[src/rtl/parking_pkg.sv]
// Shared types and default sizing for the parking-lot blocks (sensor, gate controller, top level).
package parking_pkg;

    typedef enum logic [1:0] {
        CLOSED = 2'd0,
        OPEN   = 2'd1,
        CLEAR  = 2'd2
    } gate_state_t;

    localparam int LOT_CAPACITY    = 25;
    localparam int LOT_TIMEOUT_CYC = 16;

endpackage

[src/rtl/lot_counter.sv]
// Saturating up/down car counter with full/empty compares and a sticky
// overflow/underflow error flag.
module lot_counter #(
    parameter int CAPACITY = parking_pkg::LOT_CAPACITY,
    parameter int CNT_W    = $clog2(CAPACITY + 1)
) (
    input  logic             clk,
    input  logic             reset,
    input  logic             enter,
    input  logic             exit,
    output logic [CNT_W-1:0] occupancy,
    output logic             full,
    output logic             empty,
    output logic             err
);

    assign full  = (occupancy == CNT_W'(CAPACITY));
    assign empty = (occupancy == '0);

    // Simultaneous enter and exit nets to zero; an illegal move holds the count.
    always_ff @(posedge clk or posedge reset) begin
        if (reset) begin
            occupancy <= '0;
            err       <= 1'b0;
        end else begin
            case ({enter, exit})
                2'b10: begin
                    if (full) err <= 1'b1;
                    else      occupancy <= occupancy + CNT_W'(1);
                end
                2'b01: begin
                    if (empty) err <= 1'b1;
                    else       occupancy <= occupancy - CNT_W'(1);
                end
                default: occupancy <= occupancy;
            endcase
        end
    end

endmodule

[src/rtl/lot_gate_ctrl.sv]
// Lot occupancy tracker and entry-gate sequencer (CLOSED -> OPEN -> CLEAR).
// Define LOT_TIMEOUT_EN to close an unused open gate after TIMEOUT_CYC cycles.
module lot_gate_ctrl
    import parking_pkg::*;
#(
    parameter int CAPACITY    = LOT_CAPACITY,
    parameter int CNT_W       = $clog2(CAPACITY + 1)
`ifdef LOT_TIMEOUT_EN
    ,
    parameter int TIMEOUT_CYC = LOT_TIMEOUT_CYC
`endif
) (
    input  logic             clk,
    input  logic             reset,
    input  logic             enter,
    input  logic             exit,
    input  logic             req,
    output logic             gate_open,
    output logic [CNT_W-1:0] occupancy,
    output logic             full,
    output logic             empty,
    output logic             rejected,
    output logic             timeout,
    output logic             err,
    output gate_state_t      state
);

    logic req_q;
    logic req_rise;

    assign req_rise = req & ~req_q;

    lot_counter #(
        .CAPACITY (CAPACITY),
        .CNT_W    (CNT_W)
    ) u_counter (
        .clk       (clk),
        .reset     (reset),
        .enter     (enter),
        .exit      (exit),
        .occupancy (occupancy),
        .full      (full),
        .empty     (empty),
        .err       (err)
    );

`ifdef LOT_TIMEOUT_EN
    localparam int TW = (TIMEOUT_CYC > 1) ? $clog2(TIMEOUT_CYC) : 1;
    localparam logic [TW-1:0] TIMER_LAST = TW'(TIMEOUT_CYC - 1);
    logic [TW-1:0] timer;
`else
    assign timeout = 1'b0;
`endif

    // Outputs are registered alongside the state so gate_open tracks the next state.
    always_ff @(posedge clk or posedge reset) begin
        if (reset) begin
            state     <= CLOSED;
            gate_open <= 1'b0;
            rejected  <= 1'b0;
            req_q     <= 1'b0;
`ifdef LOT_TIMEOUT_EN
            timeout   <= 1'b0;
            timer     <= '0;
`endif
        end else begin
            req_q    <= req;
            rejected <= 1'b0;
`ifdef LOT_TIMEOUT_EN
            timeout  <= 1'b0;
`endif
            case (state)
                CLOSED: begin
                    if (req_rise) begin
                        if (full) begin
                            rejected <= 1'b1;
                        end else begin
                            state     <= OPEN;
                            gate_open <= 1'b1;
`ifdef LOT_TIMEOUT_EN
                            timer     <= '0;
`endif
                        end
                    end
                end
                OPEN: begin
                    // An entry in the expiry cycle counts as a normal admission.
                    if (enter) begin
                        state     <= CLEAR;
                        gate_open <= 1'b0;
                    end
`ifdef LOT_TIMEOUT_EN
                    else if (timer == TIMER_LAST) begin
                        state     <= CLEAR;
                        gate_open <= 1'b0;
                        timeout   <= 1'b1;
                    end else begin
                        timer <= timer + TW'(1);
                    end
`endif
                end
                CLEAR: begin
                    // Hold closed until the request drops so a following car cannot tailgate.
                    if (!req) state <= CLOSED;
                end
                default: begin
                    state     <= CLOSED;
                    gate_open <= 1'b0;
                end
            endcase
        end
    end

endmodule

[config.mk]
export PLATFORM = sky130hd
export DESIGN_NAME = lot_gate_ctrl
export DESIGN_NICKNAME = d
export VERILOG_FILES = /design/src/rtl/parking_pkg.sv /design/src/rtl/lot_counter.sv /design/src/rtl/lot_gate_ctrl.sv
export SDC_FILE = /design/constraint.sdc
export NUM_CORES = 1
export LEC_CHECK = 0
export BUFFER_PORTS_ARGS = -buffer_cell sky130_fd_sc_hd__buf_2
export CORE_ASPECT_RATIO = 1.1
export CORE_MARGIN = 10
export CORE_UTILIZATION = 50
export DETAILED_ROUTE_END_ITERATION = 16
export GPL_TIMING_DRIVEN = 0
export PLACE_DENSITY = 0.76
export SYNTH_ARGS = -nofsm -noshare
export SYNTH_HDL_FRONTEND = slang
export SYNTH_SLANG_ARGS = --single-unit
[constraint.sdc]
create_clock -name clk -period 2.3 [get_ports clk]
set_input_delay 0.46 -clock clk [delete_from_list [all_inputs] [get_ports clk]]
set_output_delay 0.46 -clock clk [all_outputs]
set_load 0.005 [all_outputs]
==> metrics.txt, run 1 <==
Net Sw Frac 40.9%; dpl cell area 823 µm²; clk sinks 11; total gr overflow 0; largest net degree at the start of global routing 12; Cells after Synth 73; fin crit period 1980 ps; Vias/cell 5.45; drt first-iter violations 7; CP arrival 2150 ps; initial core utilization 52.9%; placer congestion estimate 0.751; VDD IR max 527 µV; first-pass GRT wire length 2.65 mm; RSZ-0062 raised after global routing no; CP Max Fanout 10; post-route cell area 851 µm²; Setup crit end kind flip-flop; worst r2r path cells 7; PortBufs 16; routed wire length 1.51 mm; Routed Antenna Nets 0; fmax 0.505 GHz; Power Internal 0.540 mW; setup violators final 0; Syn Area/Cell 9.91 µm²; final-report hold violation count 0; Clock Pin Slew Worst Setup and Hold Paths 80 ps; post-synthesis net count 83; post-CTS sizing 0; Die Area 0.00337 mm²; Worst Skew 7.20 ps; total clock buffers created by CTS 3; Skew-Pair Late Insertion Delay 280 ps; Placed Instances 105; max-cap violations 0; Max Used Layer met4; Core Rows 14; dpl hpwl 1.17 mm; Final period util 86.0%; CTS max path bufs 2; Static Leakage 0.430 nW; die width 56.3 µm; Core ar. 0.00137 mm²; clock root cell clkbuf_4; power per cell area 1070 mW/mm²; initial antenna violation count 0; antenna cells 0; P_sw 0.374 mW; die outline height 59.9 µm; number of global-route vias before repair 585; WL met3 151 µm; Met1 Wirelength 653 µm; clock power share 15.1%; layout cell share with drive strength beyond 1 31.2%; CTS tree done; Post-Route Setup TNS 0 ps; post-synthesis register bit count 11; global-route usage over all layers 9.94%; Finished Layout Cells 109; average wire per standard cell 13.9 µm; via count 594; # H-tree levels 1; synth warn 0; Required @ worst endpoint 2470 ps; Comb pwr share 48.9%; DR pass1 iterations 4; HP Class primary input to async pin; Critical Path Start Type primary input; max-slew violation count 0; most frequent cells in the layout 16 x buf_2, 11 x dfrtp_1, 8 x nand2_1; CTS Hold Bufs 0; IO Pins 18; register area share after synthesis 38.1%; critical path class primary input to flip-flop; area delta synth->final 17.6%; Yosys cell types 34; outcome finished clean; # nets final 104; Post-CTS Setup Bufs 0; Mapped Area 723 µm²; commonest non-fill, non-tap cell in the layout buf_2; DRC Markers 0; sequential power share 36.0%; met2 wire length 684 µm
## cells in the mapped netlist
master    instances  share of area (%)
or3b_2            1                1.2
nand3_1           1               0.69
o21ai_0           2                1.4
inv_1             6                3.1
ha_1              5                8.7
a21oi_1           4                2.8
and3_1            1               0.87
a221oi_1          1                1.2
nor3_1            3                2.1
a221o_1           1                1.4
o22ai_1           1               0.87
o31ai_1           1                1.0
conb_1            1               0.52
a21boi_0          1                1.0
o21a_1            1                1.0
a32o_1            1                1.4
nand2_1           8                4.2
o311a_1           1                1.4
nor3b_1           1                1.0
mux2_2            1                1.6
nor2_1            2                1.0
nand3b_1          2                2.1
xnor2_1           4                4.8
xor2_1            1                1.2
o211a_1           1                1.4
a311o_1           1                1.4
o211ai_1          1                1.0
nor3b_4           1                2.6
a221oi_2          1                2.1
or2_2             1               0.87
nand2b_1          1               0.87
buf_4             2                2.1
dfrtp_1          11                 38
buf_6             2                3.1
## power groups by stage
| stage | combinational, mW | sequential (mW) | clock (mW) |
|---|---|---|---|
| floorplan | 0.317 | 0.327 | 0 |
| global placement | 0.440 | 0.329 | 0 |
| detailed placement | 0.452 | 0.332 | 0 |
| CTS | 0.454 | 0.329 | 0.141 |
| global route | 0.505 | 0.340 | 0.154 |
| finish | 0.447 | 0.329 | 0.138 |
## logic make-up (layout without fill, tap and decap cells)
logic type	Yosys count	count (layout)	synth area share [%]
mux	1	1	1.56
flops	11	11	38.1
compound gates	18	18	19.4
fa+ha+maj	5	5	8.65
buf+inv	10	30	8.30
xor+xnor	5	5	6.06
other cells	1	1	0.519
simple gates	22	22	17.5
## through the flow
| stage | power (mW) | util (%) | setup WS (ps) | hold slack [ps] |
|---|---|---|---|---|
| after floorplan | 0.644 | - | 331 | 312 |
| after global placement | 0.769 | 60.3 | 102 | 450 |
| after CTS | 0.923 | 62.3 | 353 | 183 |
| after detailed placement | 0.784 | 60.3 | 57.1 | 468 |
| after global routing | 1.00 | 62.3 | 227 | 188 |
| final | 0.914 | 62.3 | 321 | 165 |
## sequential cells by signal, indices dropped and copies added, names as in the netlist
signal,count
gate_open,1
req_q,1
u_counter.occupancy,5
rejected,1
u_counter.err,1
state,2
## metal layers
metal / global-route usage (%) / vias to the layer above
met1: 10.9 / 271
met2: 15.4 / 20
met4: 5.15 / 0
met5: 0 / -
met3: 5.30 / 4
li1: - / 299
## final cells by class
cell class              instances  area (µm²)
multi-input cells              52         388
plain buffers                   4        37.5
flip-flops and latches         11         275
clock buffers                   3        22.5
inverters                       6        22.5
repair buffers                 16        80.1
well taps                      16        20.0
fillers                       112         515
clock inverters                 1        5.00
## path summary, 6_finish.rpt
kind	startpoint	end	slack [ps]
min in group clk	req	req_q	310
max reg2reg	u_counter.occupancy[1]	u_counter.occupancy[4]	520
min	reset	rejected	160
max	enter	u_counter.occupancy[4]	320
min reg2reg	u_counter.err	u_counter.err	480
max in group asynchronous	reset	u_counter.err	1830
## critical path: stages
cell	delay (ps)
buf_2	100
inv_1	80
ha_1	230
buf_6	150
xor2_1	140
ha_1	220
o311a_1	290
o21ai_0	180
nand3_1	140
xnor2_1	150
Note: power is estimated with default switching activity, not from simulation.
==> run 2, diff against run 1 <==
- CORE_UTILIZATION: 50 -> 45
- PLACE_DENSITY: 0.76 -> 0.72
- clock period: 2.3 -> 1.8 ns (I/O delays scaled with it)
==> run 2 against run 1 <==
Total power grew 32%. Critical path depth is the same. Clock power up 25%. Flip-flop and latch count is the same. Routed wire length is 6.2% higher. Core utilization is 5.3 points lower. Critical endpoint unchanged. Combinational power is 36% higher.
==> metrics.txt, run 2 (same netlist as run 1, synthesis figures left out) <==
total power 1.20 mW; # nets final 104; drt first-iter violations 11; Core Rows 15; fin crit period 1710 ps; total clock buffers created by CTS 3; area delta synth->final 21.3%; fmax 0.584 GHz; max-slew violation count 0; CP arrival 1900 ps; Top Registers u_counter.occupancy: 5 flops, state: 2 flops; r2r startpoint u_counter.occupancy[1]; antenna cells 0; Setup crit end kind flip-flop; dpl hpwl 1.19 mm; commonest non-fill, non-tap cell in the layout buf_2; Reg-to-Reg End u_counter.occupancy[4]; die width 58.2 µm; Final period util 95.2%; Placed Instances 106; HP Class primary input to async pin; DR pass1 iterations 4; total gr overflow 0; initial antenna violation count 0; Core ar. 0.00154 mm²; max-cap violations 0; Routed Antenna Nets 0; Die Area 0.00361 mm²; PortBufs 16; Finished Layout Cells 110; Static Leakage 0.425 nW; first-pass GRT wire length 2.61 mm; critical path class primary input to flip-flop; Clock Pin Slew Worst Setup and Hold Paths 80 ps; clk sinks 11; power per cell area 1370 mW/mm²; CTS Hold Bufs 0; Skew-Pair Late Insertion Delay 270 ps; die outline height 62.0 µm; worst r2r path cells 7; average wire per standard cell 14.6 µm; Vias/cell 5.41; Post-Route Setup TNS 0 ps; Worst Skew 8.83 ps; CP Max Fanout 10; Required @ worst endpoint 1990 ps; DRC Markers 0; CTS max path bufs 2; outcome finished clean; IO Pins 18; max reg flops 5; CTS tree done; global-route usage over all layers 9.21%; placer congestion estimate 0.779; via count 595; clock root cell clkbuf_4; routed wire length 1.61 mm; number of global-route vias before repair 595; R2R Setup Slk 110 ps; # H-tree levels 1; register bank with the most flops u_counter.occupancy; setup violators final 0; initial core utilization 47.0%; final-report hold violation count 0; layout cell share with drive strength beyond 1 38.7%; Critical Path Start Type primary input; largest net degree at the start of global routing 12; VDD IR max 1010 µV; most frequent cells in the layout 16 x buf_2, 10 x dfrtp_1, 8 x nand2_1
[run 2: how the worst max path moves through the flow]
stage | slack (ps) | depth (start not counted) | from | to
2_1_floorplan | 7 | 9 | enter | u_counter.occupancy[4]
3_5_place_dp | -250 | 10 | enter | u_counter.occupancy[4]
5_1_grt | -1 | 10 | enter | u_counter.occupancy[4]
4_1_cts | 10 | 4 | u_counter.occupancy[0] | empty
3_3_place_gp | -220 | 10 | enter | u_counter.occupancy[4]
6_report | 90 | 10 | enter | u_counter.occupancy[4]
[run 2: routing by layer]
metal,routed length [µm],part of all wire [%],GRT usage (%)
met1,729,45,11.2
met2,796,50,14.0
met3,45,2.8,2.03
met4,34,2.1,6.71
met5,0,0,0
[run 2: cell type report]
type | count | area [µm²]
buffer | 4 | 37.5
clock buffer | 4 | 26.3
fill | 140 | 662
inverter | 6 | 22.5
multi-input combinational | 52 | 413
sequential | 11 | 277
tap | 17 | 21.3
timing repair buffer | 16 | 80.1
[run 2: repair_timing]
action	4_1_cts	5_1_grt
resized for setup	0	7
endpoints found under the setup margin	0	3
setup buffers	0	0
[run 2: per-stage QoR]
| step | hold slack [ps] | cell area, µm² | worst slack, ps | util, % |
|---|---|---|---|---|
| floorplan | 212 | 728 | 6.78 | - |
| global placement | 372 | 830 | -224 | 53.9 |
| detailed placement | 385 | 830 | -247 | 53.9 |
| CTS | 77.9 | 856 | 13.5 | 55.6 |
| global route | 81.1 | 877 | -0.982 | 57.0 |
| finish | 61.8 | 877 | 87.3 | 57.0 |
[run 2: power by group]
part           switching [mW]  total [mW]  internal, mW
sequential             0.0909       0.423         0.332
clock                  0.0867       0.173        0.0859
combinational           0.313       0.608         0.294
[run 2: worst max-delay path: stages]
cell	delay, ps
buf_2	110
inv_2	50
ha_2	180
buf_6	140
xor2_2	140
ha_2	190
o211a_1	200
a311o_1	330
nand3_2	80
xnor2_1	120
==> run 3, diff against run 2 <==
- SETUP_SLACK_MARGIN: unset -> 0.15
==> run 3 against run 2 <==
Register-to-register slack improved by 20 ps. Hold slack improved by 11 ps. First-iteration DRC count rose by 18%. Sequential power rose by 3%. Clock skew fell by 7.2 ps. Count of clock-buffer cells in the layout did not move. Largest cell class unchanged.
==> metrics.txt, run 3 (same netlist as run 1, synthesis figures left out) <==
CTS max path bufs 2; Die Area 0.00361 mm²; Reg-to-Reg End u_counter.occupancy[4]; DR pass1 iterations 4; Setup crit end kind flip-flop; CTS tree done; WL met3 109 µm; drt first-iter violations 13; clk sinks 11; CP arrival 1820 ps; routed wire length 1.64 mm; VDD IR max 849 µV; Core Rows 15; power per cell area 1380 mW/mm²; fin crit period 1670 ps; Worst Skew 1.63 ps; Critical Path Start Type flip-flop; total gr overflow 0; Comb pwr share 51.0%; sequential power share 35.3%; Skew-Pair Late Insertion Delay 270 ps; Placed Instances 106; total clock buffers created by CTS 3; max-slew violation count 0; Post-Route Setup TNS 0 ps; Top Registers u_counter.occupancy: 5 flops, state: 2 flops; Max Used Layer met4; r2r startpoint u_counter.occupancy[1]; antenna cells 0; Core ar. 0.00154 mm²; register bank with the most flops u_counter.occupancy; # H-tree levels 1; Net Sw Frac 40.8%; IO Pins 18; Layout fillers 151; critical path class flip-flop to flip-flop; Finished Layout Cells 111; final-report hold violation count 0; Routed Antenna Nets 0; Clock Pin Slew Worst Setup and Hold Paths 70 ps; number of global-route vias before repair 652; R2R Setup Slk 130 ps; initial core utilization 47.0%; fmax 0.601 GHz; met2 wire length 813 µm; via count 610; CP Max Fanout 5; outcome finished clean; # nets final 105; die width 58.2 µm; max reg flops 5; setup violators final 0; RSZ-0062 raised after global routing yes; P_sw 0.503 mW; dpl hpwl 1.25 mm; average wire per standard cell 14.7 µm; Met1 Wirelength 707 µm; Final period util 92.5%; PortBufs 16; clock root cell clkbuf_4; DRC Markers 0; area delta synth->final 23.7%; clock power share 13.7%; most frequent cells in the layout 15 x buf_2, 10 x dfrtp_1, 8 x nand2_1; Vias/cell 5.50; global-route usage over all layers 9.73%; die outline height 62.0 µm; max-cap violations 0; layout cell share with drive strength beyond 1 38.3%; worst r2r path cells 7; Power Internal 0.728 mW; Static Leakage 0.431 nW; initial antenna violation count 0; first-pass GRT wire length 2.80 mm; largest net degree at the start of global routing 12; placer congestion estimate 0.753; commonest non-fill, non-tap cell in the layout buf_2; Required @ worst endpoint 1960 ps; HP Class primary input to async pin
==> run 3: changes by cell type in the layout (fill, tap and decap cells not counted), sizes merged <==
cell  before  now
buf       20   21
==> run 3: power by group through the flow <==
stage          sequential, mW  clock [mW]  combinational, mW
2_1_floorplan           0.418           0              0.410
3_3_place_gp            0.422           0              0.577
3_5_place_dp            0.430           0              0.589
4_1_cts                 0.433       0.172              0.622
5_1_grt                 0.446       0.182              0.704
6_report                0.434       0.169              0.627
==> run 3: final cells by class <==
cell class / instances / area [µm²] / share of cell area (%)
Sequential cell: 11 / 277 / 30.9
Timing Repair Buffer: 17 / 90.1 / 10.1
Buffer: 4 / 37.5 / 4.20
Clock buffer: 4 / 26.3 / 2.94
Multi-Input combinational cell: 52 / 418 / 46.7
Tap cell: 17 / 21.3 / 2.38
Inverter: 6 / 25.0 / 2.80
==> run 3: timing repair <==
action	4_1_cts	5_1_grt
endpoints found under the setup margin	3	3
hold buffers	0	0
gates resized for setup	5	1
buffers inserted	1	0
==> run 3: metal layers <==
layer | vias to the layer above | GRT usage (%)
li1 | 298 | -
met1 | 295 | 10.5
met2 | 15 | 17.3
met3 | 2 | 4.88
met4 | 0 | 1.01
met5 | - | 0
==> run 3: how the worst max path moves through the flow <==
stage | startpoint | endpoint | slack, ps | depth (start not counted)
5_1_grt | u_counter.occupancy[1] | u_counter.occupancy[4] | 50 | 7
3_3_place_gp | enter | u_counter.occupancy[4] | -150 | 10
6_report | u_counter.occupancy[1] | u_counter.occupancy[4] | 130 | 7
3_5_place_dp | enter | u_counter.occupancy[4] | -170 | 10
4_1_cts | u_counter.occupancy[1] | u_counter.occupancy[4] | 140 | 7
2_1_floorplan | enter | u_counter.occupancy[4] | 80 | 9
==> run 3: per-stage QoR <==
stage	worst slack (ps)	util (%)	power [mW]	cell area [µm²]	hold slack [ps]
global route	48.6	58.1	1.33	895	106
detailed placement	-165	54.6	1.02	840	375
floorplan	83.6	-	0.829	738	212
finish	135	58.1	1.23	895	73.3
CTS	137	57.6	1.23	887	83.3
global placement	-154	54.6	0.999	840	359
==> run 3: worst max-delay path: stages (launching register included) <==
cell	delay (ps)
dfrtp_1	380
buf_6	140
xor2_2	160
ha_2	190
o311a_1	280
o21ai_1	130
nand3_1	120
xnor2_1	150
